<file path="src/rtl/spike_rate_monitor.sv">
// Spike rate monitor: counts rising threshold crossings of a neuron level over
// fixed windows and queues one {tag, count} record per window in an FWFT FIFO.
module spike_rate_monitor #(
  parameter int THRESH = 8,
  parameter int WINDOW = 16,
  parameter int CNT_W  = 8,
  parameter int TAG_W  = 4,
  parameter int DEPTH  = 4
) (
  input  logic                     clk,
  input  logic                     rst_n,
  input  logic [3:0]               node_out,
  input  logic                     enable,
  output logic                     rec_valid,
  input  logic                     rec_ready,
  output logic [CNT_W-1:0]         rec_count,
  output logic [TAG_W-1:0]         rec_tag,
  output logic [$clog2(DEPTH):0]   fifo_level,
  output logic                     overflow
);

  localparam int PTR_W = $clog2(DEPTH);
  localparam int LVL_W = PTR_W + 1;
  localparam int WIN_W = $clog2(WINDOW);
  localparam int REC_W = TAG_W + CNT_W;
  localparam logic [3:0]       THR      = 4'(THRESH);
  localparam logic [CNT_W-1:0] CNT_MAX  = {CNT_W{1'b1}};
  localparam logic [WIN_W-1:0] WIN_LAST = WIN_W'(WINDOW - 1);
  localparam logic [LVL_W-1:0] LVL_FULL = LVL_W'(DEPTH);

  function automatic logic [CNT_W-1:0] sat_inc(input logic [CNT_W-1:0] cnt,
                                               input logic inc);
    logic [CNT_W-1:0] res;
    if (inc && (cnt != CNT_MAX)) begin
      res = cnt + CNT_W'(1);
    end else begin
      res = cnt;
    end
    return res;
  endfunction

  logic             prev_hi_r;
  logic [WIN_W-1:0] win_cnt_r;
  logic [CNT_W-1:0] spike_cnt_r;
  logic [TAG_W-1:0] tag_r;
  logic [PTR_W-1:0] wr_ptr_r;
  logic [PTR_W-1:0] rd_ptr_r;
  logic [LVL_W-1:0] level_r;
  logic             overflow_r;
  logic [REC_W-1:0] mem_r [DEPTH];

  logic             hi_s;
  logic             event_s;
  logic             close_s;
  logic [CNT_W-1:0] cnt_next_s;
  logic             full_s;
  logic             pop_s;
  logic             push_ok_s;
  logic             drop_s;
  logic [REC_W-1:0] head_s;

  // Event detection, window close and FIFO accept/drop decisions.
  always_comb begin
    hi_s       = enable & (node_out >= THR);
    event_s    = hi_s & ~prev_hi_r;
    close_s    = enable & (win_cnt_r == WIN_LAST);
    cnt_next_s = sat_inc(spike_cnt_r, event_s);
    full_s     = (level_r == LVL_FULL);
    pop_s      = rec_valid & rec_ready;
    push_ok_s  = close_s & (~full_s | pop_s);
    drop_s     = close_s & full_s & ~pop_s;
  end

  // Window counter, per-window spike count and sequence tag.
  always_ff @(posedge clk) begin
    if (!rst_n) begin
      prev_hi_r   <= 1'b0;
      win_cnt_r   <= '0;
      spike_cnt_r <= '0;
      tag_r       <= '0;
    end else begin
      prev_hi_r <= hi_s;
      if (close_s) begin
        win_cnt_r   <= '0;
        spike_cnt_r <= '0;
        tag_r       <= tag_r + TAG_W'(1);
      end else if (enable) begin
        win_cnt_r   <= win_cnt_r + WIN_W'(1);
        spike_cnt_r <= cnt_next_s;
      end
    end
  end

  // FIFO pointers, occupancy and sticky drop flag.
  always_ff @(posedge clk) begin
    if (!rst_n) begin
      wr_ptr_r   <= '0;
      rd_ptr_r   <= '0;
      level_r    <= '0;
      overflow_r <= 1'b0;
    end else begin
      if (push_ok_s) begin
        wr_ptr_r <= wr_ptr_r + PTR_W'(1);
      end
      if (pop_s) begin
        rd_ptr_r <= rd_ptr_r + PTR_W'(1);
      end
      case ({push_ok_s, pop_s})
        2'b10:   level_r <= level_r + LVL_W'(1);
        2'b01:   level_r <= level_r - LVL_W'(1);
        default: level_r <= level_r;
      endcase
      if (drop_s) begin
        overflow_r <= 1'b1;
      end
    end
  end

  // Record storage; contents are only observable through a valid head.
  always_ff @(posedge clk) begin
    if (push_ok_s) begin
      mem_r[wr_ptr_r] <= {tag_r, cnt_next_s};
    end
  end

  // Head presentation, forced to zero while empty.
  always_comb begin
    head_s = mem_r[rd_ptr_r];
    if (rec_valid) begin
      rec_count = head_s[CNT_W-1:0];
      rec_tag   = head_s[REC_W-1:CNT_W];
    end else begin
      rec_count = '0;
      rec_tag   = '0;
    end
  end

  assign rec_valid  = (level_r != '0);
  assign fifo_level = level_r;
  assign overflow   = overflow_r;

endmodule

</file>
<file path="config.mk">
export PLATFORM = sky130hd
export DESIGN_NAME = spike_rate_monitor
export DESIGN_NICKNAME = d
export VERILOG_FILES = /design/src/rtl/spike_rate_monitor.sv
export SDC_FILE = /design/constraint.sdc
export NUM_CORES = 1
export LEC_CHECK = 0
export CORE_AREA = 4 4 81 83
export CTS_BUF_LIST = sky130_fd_sc_hd__clkbuf_4
export DETAILED_ROUTE_END_ITERATION = 7
export DIE_AREA = 0 0 85 87
export PLACE_DENSITY_LB_ADDON = 0.15
export SLEW_MARGIN = 20
export SYNTH_ARGS = -nofsm -noshare
export SYNTH_HDL_FRONTEND = slang
export SYNTH_SLANG_ARGS = --single-unit
</file>
<file path="constraint.sdc">
create_clock -name clk -period 3.2 [get_ports clk]
set_clock_uncertainty 0.2 [all_clocks]
set_input_delay 0.64 -clock clk [delete_from_list [all_inputs] [get_ports clk]]
set_output_delay 0.64 -clock clk [all_outputs]
set_load 0.1 [all_outputs]
</file>
# Word-level counts from Yosys, hierarchy flattened
# Memories as Yosys holds them, arrays and structs flattened. A register that Yosys moved wholly into a read port is not among the register bits.
# Index checks and enable logic that the tools add are counted.
# totals
n_memories,1
register_bits,25
word_cells,46
in_bits,8
output_inout_bits,17
ramBits,48
# classes
eq_ne,5
bitwise_logic,12
n_lt_le_gt_ge,1
reduce_logical,4
addsub,7
n_mux,8
# mem_list
memory,words,word_bits,read_ports,rd_clocked_by_memory_dff,wr,line_no,text
mem_r,4,12,1,1,1,50,logic [REC_W-1:0] mem_r [DEPTH];
# op_table
op,count
2-to-1 mux 8 bit,2
adder 4 x 1 -> 4 bit (second input constant),2
adder 8 x 1 -> 8 bit (second input constant),1
inequality test 8 bit (second input constant),1
AND 1 bit,7
one-hot mux 3 bit (2 select lines),1
adder 2 x 1 -> 2 bit (second input constant),2
equality test 4 bit (second input constant),1
>= comparator 4 bit (second input constant),1
2-to-1 mux 2 bit,2
2-to-1 mux 4 bit,1
NOT 1 bit,4
adder 3 x 1 -> 3 bit (second input constant),1
equality test 3 bit (second input constant),1
nonzero test 3 bit,1
subtractor 3 x 1 -> 3 bit (second input constant),1
equality test 2 x 1 -> 1 bit (second input constant),1
equality test 2 bit (second input constant),1
2-to-1 mux 1 bit,2
nonzero test 2 bit,1
OR reduction 2 bit,1
logical AND 1 bit,1
OR 1 bit,1

# Depth between registers and ports, before layout
# Gate-level depths: netlist (run 1).
# depth
word_depth,6
depth_mapped,9
mapped_depth_nobuf,8

# Worst setup path after synthesis (run 1)
# Ideal clock, no wire load.
# synth_timing
path_type,reg-to-output
from,"reg level_r[1], in the netlist fifo_level[1]"
to,out rec_count[0]
n_path_buf,2
required_time_ns,2.360
stages_incl_launch_ff,5
setup_slack_ns,-0.907
t_arrival_ns,3.267
cell_sequence,dfxtp_1 -> or3_1 -> clkbuf_1 -> clkbuf_1 -> and2_1
# synth_between
elab_chain_len,2
# synth_lines
element,line_no,text
"start, declared",48,logic [LVL_W-1:0] level_r;
"start signal, assigned",109,2'b10: level_r <= level_r + LVL_W'(1);
"start signal, assigned",110,2'b01: level_r <= level_r - LVL_W'(1);
"start signal, assigned",111,default: level_r <= level_r;
nonzero test 3 bit,138,assign rec_valid = (level_r != '0);
named net rec_valid,14,"output logic rec_valid,"
2-to-1 mux 8 bit,129,if (rec_valid) begin
"end, declared",16,"output logic [CNT_W-1:0] rec_count,"
# The timed path passes the listed nets, and every way through them passes these cells.

==> flow_metrics.tcl, run 1 <==
set metrics [dict create \
    pwr-share-seq 0.637 \
    place.detailed.hpwl_um 3400 \
    grt_setup_unrepaired "no" \
    grt_use_total 0.155 \
    cp_data_arrival_time_ns 1.91 \
    path_buf_inv 1 \
    clk_pin_slew_ns 0.11 \
    cts_max_level 3 \
    synth-compound-area-share 0.0532 \
    cts.hold.buffers_added 0 \
    setup-violations-final 0 \
    sw_frac_of_total 0.206 \
    drive_gt1_frac 0.268 \
    numClockSinks 75 \
    tightestPinTransition_ns 0.629 \
    finalCritPeriodShare 0.861 \
    finalMaxSlewViolations 0 \
    cts_tree "yes" \
    internal_power_uw 1280 \
    final_common_cell "edfxtp_1" \
    synthMuxAreaShare 0.0989 \
    tns_ns 0 \
    portBuffers 21 \
    clock-root-buffer "clkbuf_4" \
    p_clk_frac 0.340 \
    status "finished, final reports clean" \
    crit_type "flip-flop to output pin" \
    crit_path_top_delay_cell "dfxtp_1" \
    grt_max_degree 17 \
    fp.coreArea_um2 5850 \
    synth_area_um2 3180 \
    final_cell_mix "48 x edfxtp_1, 24 x dfxtp_1, 15 x nor2_1, 12 x mux4_2, 12 x buf_12" \
    vdd_ir_drop_max_mv 0.271 \
    ant_nets 0 \
    async_flop_share 0 \
    post_cts_buffers 0 \
    wire_per_inst_um 15.2 \
    drcViolationCount 0 \
    grt.overflow.total 0 \
    yosysSeqAreaShare 0.624 \
    yosys.area_share.simple 0.132 \
    power.total_uw 1610 \
    vias 1842 \
    synth_cell_types 45 \
    die_w_um 85 \
    grt_pass1_vias 1799 \
    place_congestion 0.800 \
    cp_max_fo 12 \
    crit_family "flip-flops" \
    synth-edff-count 48 \
    worstSkewPairLatency_ns 0.39 \
    drt-initial-drc-count 136 \
    synth_top_family_by_area "simple AND/OR/NAND/NOR gates" \
    place_worst_setup_slack_ns 0.351 \
    power_leakage_uw 0.00135 \
    cp.required_ns 2.36 \
    grt_first_pass_wirelength_um 8790 \
    syn_to_final_growth_pct 17.3 \
    net-switching-power_uw 332 \
    synthAdderAreaFrac 0.0339 \
    synth_xor_area_frac 0.0386 \
    synth_seq_cells 75 \
    setup.worst_path.end_class "output pin" \
    grt_antenna_before_repair 0 \
    cap_violations 0 \
    pwr-share-comb 0.023 \
    viasPerCell 5.55 \
    fmaxAchievable_mhz 363 \
    synth_flop_cell "edfxtp_1" \
    finalWirelength_um 5050 \
    postSynthAreaPerCell_um2 14.2 \
    path_cells "mux4_2 > and2_2 > buf_12" \
    cp-start-kind "flip-flop" \
    period_minus_slack_ns 2.75 \
    worst_hold_path_type "flip-flop to flip-flop" \
    first_pass_iters 4 \
    diodes 0 \
    dieArea_um2 7400 \
    powerDensity_nw_per_um2 433 \
    max_stage_delay_ns 0.73 \
    pin_count 25 \
    syn_inst 224 \
    std_cell_rows 28 \
    yosysWarnings 0 \
    nets 268 \
    layout_setup_ws_ns 0.445 \
    hold_violations 0 \
    cts_resized 0 \
    syn_nets 240 \
    initial_core_util 0.543 \
    fp.dieH_um 87 \
    max_slew_margin 0.581 \
    cts_buffers 9 \
    cts_buffer_depth 2 \
]
## per-layer routing
metal  GRT usage  vias to the layer above  wire, um
met5           0                        -         0
met4      0.0791                        0        80
met3      0.0265                        7       215
met2       0.246                       39      2490
met1       0.205                      896      2260
li1            -                      900         -
## state kept, by name (all words and copies together) (netlist names), named ones only
name / count
wr_ptr_r: 2
win_cnt_r: 4
spike_cnt_r: 8
rd_ptr_r: 2
tag_r: 4
prev_hi_r: 1
fifo_level: 3
mem_r: 48
overflow: 1
## kinds of logic after synthesis
group | Yosys count
AOI/OAI and AO/OA | 23
xor gates and xnor gates | 14
adders and majority gates | 8
buffers and inverters | 14
DFF | 75
muxes | 16
and+or+nand+nor | 74
## worst min-delay path: stages, from the launching register on
cell	delay [ns]
dfxtp_1	0.36
a21oi_1	0.05
nor2_1	0.07
## final timing paths
| check | startpoint | endpoint | slack [ns] | depth (start not counted) |
|---|---|---|---|---|
| worst max-delay path | flip-flop | rec_count[6] | 0.45 | 3 |
| worst min-delay path | overflow | overflow | 0.30 | 2 |
| worst max register to register | fifo_level[2] | fifo_level[1] | 0.71 | 7 |
| worst min register to register | overflow | overflow | 0.30 | 2 |
## layout make-up
| cell class | count | area (um2) |
|---|---|---|
| clock inverter | 6 | 56.3 |
| inverter | 5 | 18.8 |
| timing repair buffer | 26 | 355 |
| clock buffer | 10 | 75.1 |
| sequential | 75 | 1990 |
| fill | 442 | 2120 |
| multi-input combinational | 135 | 1140 |
| tap | 75 | 93.8 |
## synth_stat cells, drive strengths merged, types with 5 or more instances
cell	number	share of area
dfxtp	27	0.17
nor2	15	0.018
edfxtp	48	0.45
and2	16	0.032
xnor2	6	0.017
inv	5	0.0059
a21oi	7	0.011
nand4	7	0.016
mux4	12	0.085
buf	5	0.0091
nand2	10	0.012
xor2	8	0.022
nand3	6	0.0095
and3	5	0.010
ha	7	0.028
## metrics by stage
step           instance area (um2)  hold slack (ns)  instances  utilization
3_5_place_dp                  3600            0.274        316        0.615
4_1_cts                       3730            0.308        332        0.637
5_1_grt                       3730            0.339        332        0.637
2_1_floorplan                 3190            0.280        224            -
3_3_place_gp                  3600            0.266        316        0.615
6_report                      3730            0.298        332        0.637
## power groups by stage
stage / sequential, uW / clock, uW / combinational (uW)
6_report: 1030 / 548 / 37.6
5_1_grt: 1030 / 610 / 42.8
4_1_cts: 1030 / 559 / 37.9
3_5_place_dp: 1050 / 0 / 37.7
3_3_place_gp: 1050 / 0 / 36.6
2_1_floorplan: 1050 / 0 / 24.6
Power figures use the tool's default switching activity.
==> run 2: changes to the inputs <==
- ABC_AREA: unset -> 1
- clock period: 3.2 -> 3.5 ns (I/O delays scaled with it)
==> run 2 against run 1 <==
  * Synthesized cell count rose by 47%
  * Sequential power barely moved
  * Via count rose by 20%
  * Sequential share of layout area fell by 1.2 points
  * Global-route usage rose by 1.9 points
  * Critical path depth rose by 3
  * Die area did not move
  * Combinational power rose to 42 times the previous value
  * Core utilization rose by 1.5 points
  * First-iteration DRC count fell by 42%
  * Worst hold slack got worse by 0.019 ns
==> flow_metrics.tcl, run 2 <==
set metrics [dict create \
    synth-edff-count 48 \
    period_minus_slack_ns 3.06 \
    crit_family "flip-flops" \
    drcViolationCount 0 \
    crit_type "flip-flop to output pin" \
    cap_violations 0 \
    largest_reg_flops 48 \
    synthAdderAreaFrac 0.0331 \
    cts_buffers 9 \
    cp-start-kind "flip-flop" \
    clock-root-buffer "clkbuf_4" \
    grt.overflow.total 0 \
    die_w_um 85 \
    path_buf_inv 2 \
    regMostFlops "mem_r" \
    max_stage_delay_ns 0.69 \
    dieArea_um2 7400 \
    pin_count 25 \
    drive_gt1_frac 0.226 \
    cp_data_arrival_time_ns 2.16 \
    grt_pass1_vias 2086 \
    vias 2206 \
    portBuffers 21 \
    ant_nets 0 \
    max_slew_margin 0.632 \
    yosys.area_share.simple 0.191 \
    cts_tree "yes" \
    yosysSeqAreaShare 0.609 \
    post_cts_buffers 0 \
    placed_area_um2 3650 \
    synth_top_family_by_area "simple AND/OR/NAND/NOR gates" \
    final_cell_mix "72 x nor2_1, 48 x edfxtp_1, 33 x o21ai_0, 30 x nand2_1, 28 x inv_1" \
    power.total_uw 3170 \
    synth_common_cells "72 x nor2_1, 48 x edfxtp_1, 33 x o21ai_0" \
    viasPerCell 5.04 \
    fillers 461 \
    cts.hold.buffers_added 0 \
    synth-compound-area-share 0.0988 \
    reg.largest.list "mem_r (48), spike_cnt_r (8)" \
    syn_inst 329 \
    cp.required_ns 2.60 \
    powerDensity_nw_per_um2 832 \
    rr_startpoint "win_cnt_r[0]" \
    setup.worst_path.end_class "output pin" \
    grt_first_pass_wirelength_um 9870 \
    synth_cell_types 31 \
    wire_per_inst_um 13.0 \
    initial_core_util 0.556 \
    cts_resized 0 \
    stdcell_area_um2 3810 \
    fmaxAchievable_mhz 327 \
    diodes 0 \
    final_util 0.652 \
    final_common_cell "nor2_1" \
    yosysWarnings 0 \
    async_flop_share 0 \
    worstSkewPairLatency_ns 0.41 \
    grt_antenna_before_repair 0 \
    std_cell_rows 28 \
    synth_flop_cell "edfxtp_1" \
    syn_to_final_growth_pct 17.2 \
    cts_max_level 3 \
    synthMuxAreaShare 0 \
    fp.coreArea_um2 5850 \
    postSynthAreaPerCell_um2 9.89 \
    power_leakage_uw 0.00144 \
    cts_buffer_depth 2 \
    status "finished, final reports clean" \
    yosysMostFrequentCell "nor2_1" \
    vdd_ir_drop_max_mv 0.898 \
    hold_start "rd_ptr_r[1]" \
    grt_setup_unrepaired "no" \
    tns_ns 0 \
    hold_violations 0 \
    tightestPinTransition_ns 0.551 \
    first_pass_iters 4 \
    syn_nets 345 \
    synth_area_um2 3250 \
    grt_use_total 0.173 \
    drt-initial-drc-count 79 \
    finalWirelength_um 5680 \
    synth_area_leader_cell "edfxtp_1" \
    numClockSinks 75 \
    crit_path_top_delay_cell "dfxtp_1" \
    finalCritPeriodShare 0.875 \
    cp_max_fo 15 \
    synth_seq_cells 75 \
    dp.cells 422 \
    synth_top_area_frac 0.443 \
    synth_xor_area_frac 0.0108 \
    place_congestion 0.800 \
    setup-violations-final 0 \
    path_cells "buf_4 > nor2_1 > nor2_1 > o21ai_0 > a21oi_4 > buf_4" \
    finalNonFillerCells 438 \
    clk_pin_slew_ns 0.12 \
    yosys-top-cells-area "edfxtp_1 44%, dfxtp_1 17%, nor2_1 8.3%, o21ai_0 5.1%, nand2_1 3.6%" \
    worst_hold_path_type "flip-flop to flip-flop" \
    nets 374 \
    grt_max_degree 25 \
    place.detailed.hpwl_um 3770 \
    fp.dieH_um 87 \
    finalMaxSlewViolations 0 \
]
[run 2: area by class of cell]
type                       count  area (um2)  area share
multi-input combinational    209        1210       0.317
inverter                      35         136      0.0357
clock buffer                   9        67.6      0.0177
timing repair buffer          28         220      0.0577
tap                           75        93.8      0.0246
sequential                    75        1990       0.520
clock inverter                 7         101      0.0266
[run 2: cell families after synthesis]
kind of cell | after synthesis
adders and majority gates | 8
buffers and inverters | 45
and+or+nand+nor | 136
DFF | 75
AOI/OAI and AO/OA | 61
xor gates and xnor gates | 4
[run 2: power by group]
group	leakage, uW	total, uW	internal (uW)	switching (uW)
clock network	0.0000827	601	294	307
logic	0.000699	1570	324	1240
registers	0.000661	1010	966	40.4
total	0.00144	3170	1580	1590
[run 2: worst min-delay path, stage by stage (launching register included)]
cell and delay, ns:
dfxtp_1 0.32, inv_1 0.06, a21oi_1 0.07
[run 2: path summary, 6_finish.rpt]
check,depth (start not counted),end,slack [ns]
min,2,rd_ptr_r[1],0.28
max reg2reg,6,mem_r[2][1],1.54
min reg2reg,2,rd_ptr_r[1],0.28
max,6,rec_count[5],0.44
[run 2: metal layers]
layer  track usage  share of wire  routed length [um]
met1         0.219           0.46                2610
met2         0.281           0.48                2700
met3        0.0369          0.038                 217
met4        0.0906          0.026                 148
met5             0              0                   0
[run 2: through the flow]
step                      setup WS (ns)  hold WS, ns
after floorplan                  0.0286        0.236
after global placement            0.787        0.257
after detailed placement          0.762        0.260
after CTS                         0.376        0.280
after global routing              0.224        0.319
final                             0.437        0.279
==> patch, RTL diff (settings of run 1) <==
Change the parameter `CNT_W` from 8 to 6.
--- a/src/rtl/spike_rate_monitor.sv
+++ b/src/rtl/spike_rate_monitor.sv
@@ -5,3 +5,3 @@
   parameter int WINDOW = 16,
-  parameter int CNT_W  = 8,
+  parameter int CNT_W  = 6,
   parameter int TAG_W  = 4,
Ports: changed (resized rec_count); port bits go from 25 to 23. No check against the original RTL was run, so the function may have changed too.
==> patch against run 1 <==
Worst setup slack gained 0.035 ns; power shrank 10%; combinational power shrank 14%; worst hold slack gained 0.010 ns; sequential cell count shrank 10; wire length shrank 5.9%; area after synthesis shrank 14%; cell area shrank 15%; register-to-register slack lost 0.15 ns; cell count shrank 8.4%; critical path depth grew 1.
==> patch: results (changes against run 1) <==
Outcome
  • Outcome: finished clean (unchanged)

STA
  • Fin crit share: 85.0% (was 86.1%)
  • Headroom to the max-slew limit: 67.1% (was 58.1%)
  • Hold Slack: 0.309 ns (was 0.298 ns)

Route
  • Routed length per instance: 15.6 um (was 15.2 um)
  • 1st-iter DRT viols: 65 (was 136)
  • Post-DR vias/cell: 5.19 (was 5.55)

CTS
  • Reg clk slew, reported paths: 0.09 ns (was 0.11 ns)
  • Worst skew pair latency: 0.38 ns

Final layout
  • Fin cells: 304 (was 332)
  • Top Registers: mem_r (40), spike_cnt_r (6) (was mem_r (48), spike_cnt_r (8))
  • Layout cell share with drive strength beyond 1: 28.4% (was 26.8%)
  • Final net count: 240 (was 268)
  • Fillers: 493 (was 442)

Worst setup path
  • CP arrival: 1.88 ns (was 1.91 ns)
  • Max incr delay on CP: 0.53 ns (was 0.73 ns)
  • FF-to-FF setup slack: 0.56 ns (was 0.71 ns)
  • Critical path's top delay family: multiplexers (was flip-flops)
  • Critical path's slowest cell: mux4_2 (was dfxtp_1)
  • CP Max Fanout: 10 (was 12)

Global route
  • Tot GR Track Use: 14.1% (was 15.5%)
  • First-pass GRT wire length: 7.82 mm (was 8.79 mm)
  • Initial antenna violation count: 0 (unchanged)
  • Largest net degree at the start of global routing: 22 (was 17)

Yosys
  • Post-synthesis sequential area ratio: 62.2% (was 62.4%)
  • Syn_nets: 208 (was 240)
  • Asr flop ratio synth: 0% (unchanged)
  • Synth top area cells: edfxtp_1 (44%), dfxtp_1 (18%), mux4_2 (8.2%) (was edfxtp_1 (45%), dfxtp_1 (17%), mux4_2 (8.5%))
  • Synth cell count leaders: edfxtp_1 (40), dfxtp_1 (25), and2_1 (22) (was edfxtp_1 (48), dfxtp_1 (27), and2_1 (16))
  • Yosys cell types: 39 (was 45)
  • Synthesized instance count: 192 (was 224)
  • Number of synthesized flops with an enable pin: 40 (was 48)

Placed design
  • Pre-CTS WS: 0.166 ns (was 0.351 ns)
  • DP Cell Count: 288 (was 316)
  • IO buf count: 19 (was 21)
  • DPL Wire Length: 3.33 mm (was 3.40 mm)
  • Routability Congestion: 0.831 (was 0.800)
  • Placed cell area: 0.00303 mm^2 (was 0.00360 mm^2)

Power
  • Leak pwr: 1.17 nW (was 1.35 nW)
  • Worst vdd ir: 0.236 mV (was 0.271 mV)
## patch: logic make-up after synthesis
kind of cell / share of synthesized area [%]
flops: 62.2
simple gates: 14.2
xor+xnor: 3.52
compound gates: 3.61
mux: 10.5
buf+inv: 2.01
fa+ha+maj: 3.93
## patch: path summary, 6_finish.rpt
path / to / from / cells after the start
worst max-delay path: rec_tag[2] / flip-flop / 4
worst min-delay path: overflow / overflow / 2
worst max register to register: fifo_level[2] / fifo_level[0] / 6
worst min register to register: overflow / overflow / 2
## patch: tightest hold or removal path: cells and delay by family, from the launching register on
family	cells	cell delay, ns
flip-flops	1	0.34
AND/OR/NAND/NOR	1	0.09
AO/OA/AOI/OAI	1	0.04
## patch: cell type report
cell class              instances  area [um^2]  area share, %
clock buffers                  12         90.1           2.85
clock inverters                 4         43.8           1.39
multi-input cells             115          991           31.3
inverters                       5         18.8          0.594
repair buffers                 28          220           6.96
well taps                      75         93.8           2.97
flip-flops and latches         65         1700           53.9
## patch: power by group
group	leakage, nW	internal (mW)	total, mW	switching (mW)
logic	0.528	0.0154	0.0325	0.0171
clock network	0.0787	0.261	0.524	0.263
registers	0.567	0.886	0.890	0.00461
total	1.17	1.16	1.45	0.285
## patch: metal layers
metal | vias up | routed length, um | global-route usage, %
met5 | - | 0 | 0
met4 | 0 | 78 | 7.77
met3 | 8 | 174 | 3.03
met2 | 25 | 2530 | 24.2
met1 | 773 | 1970 | 16.5
li1 | 772 | - | -
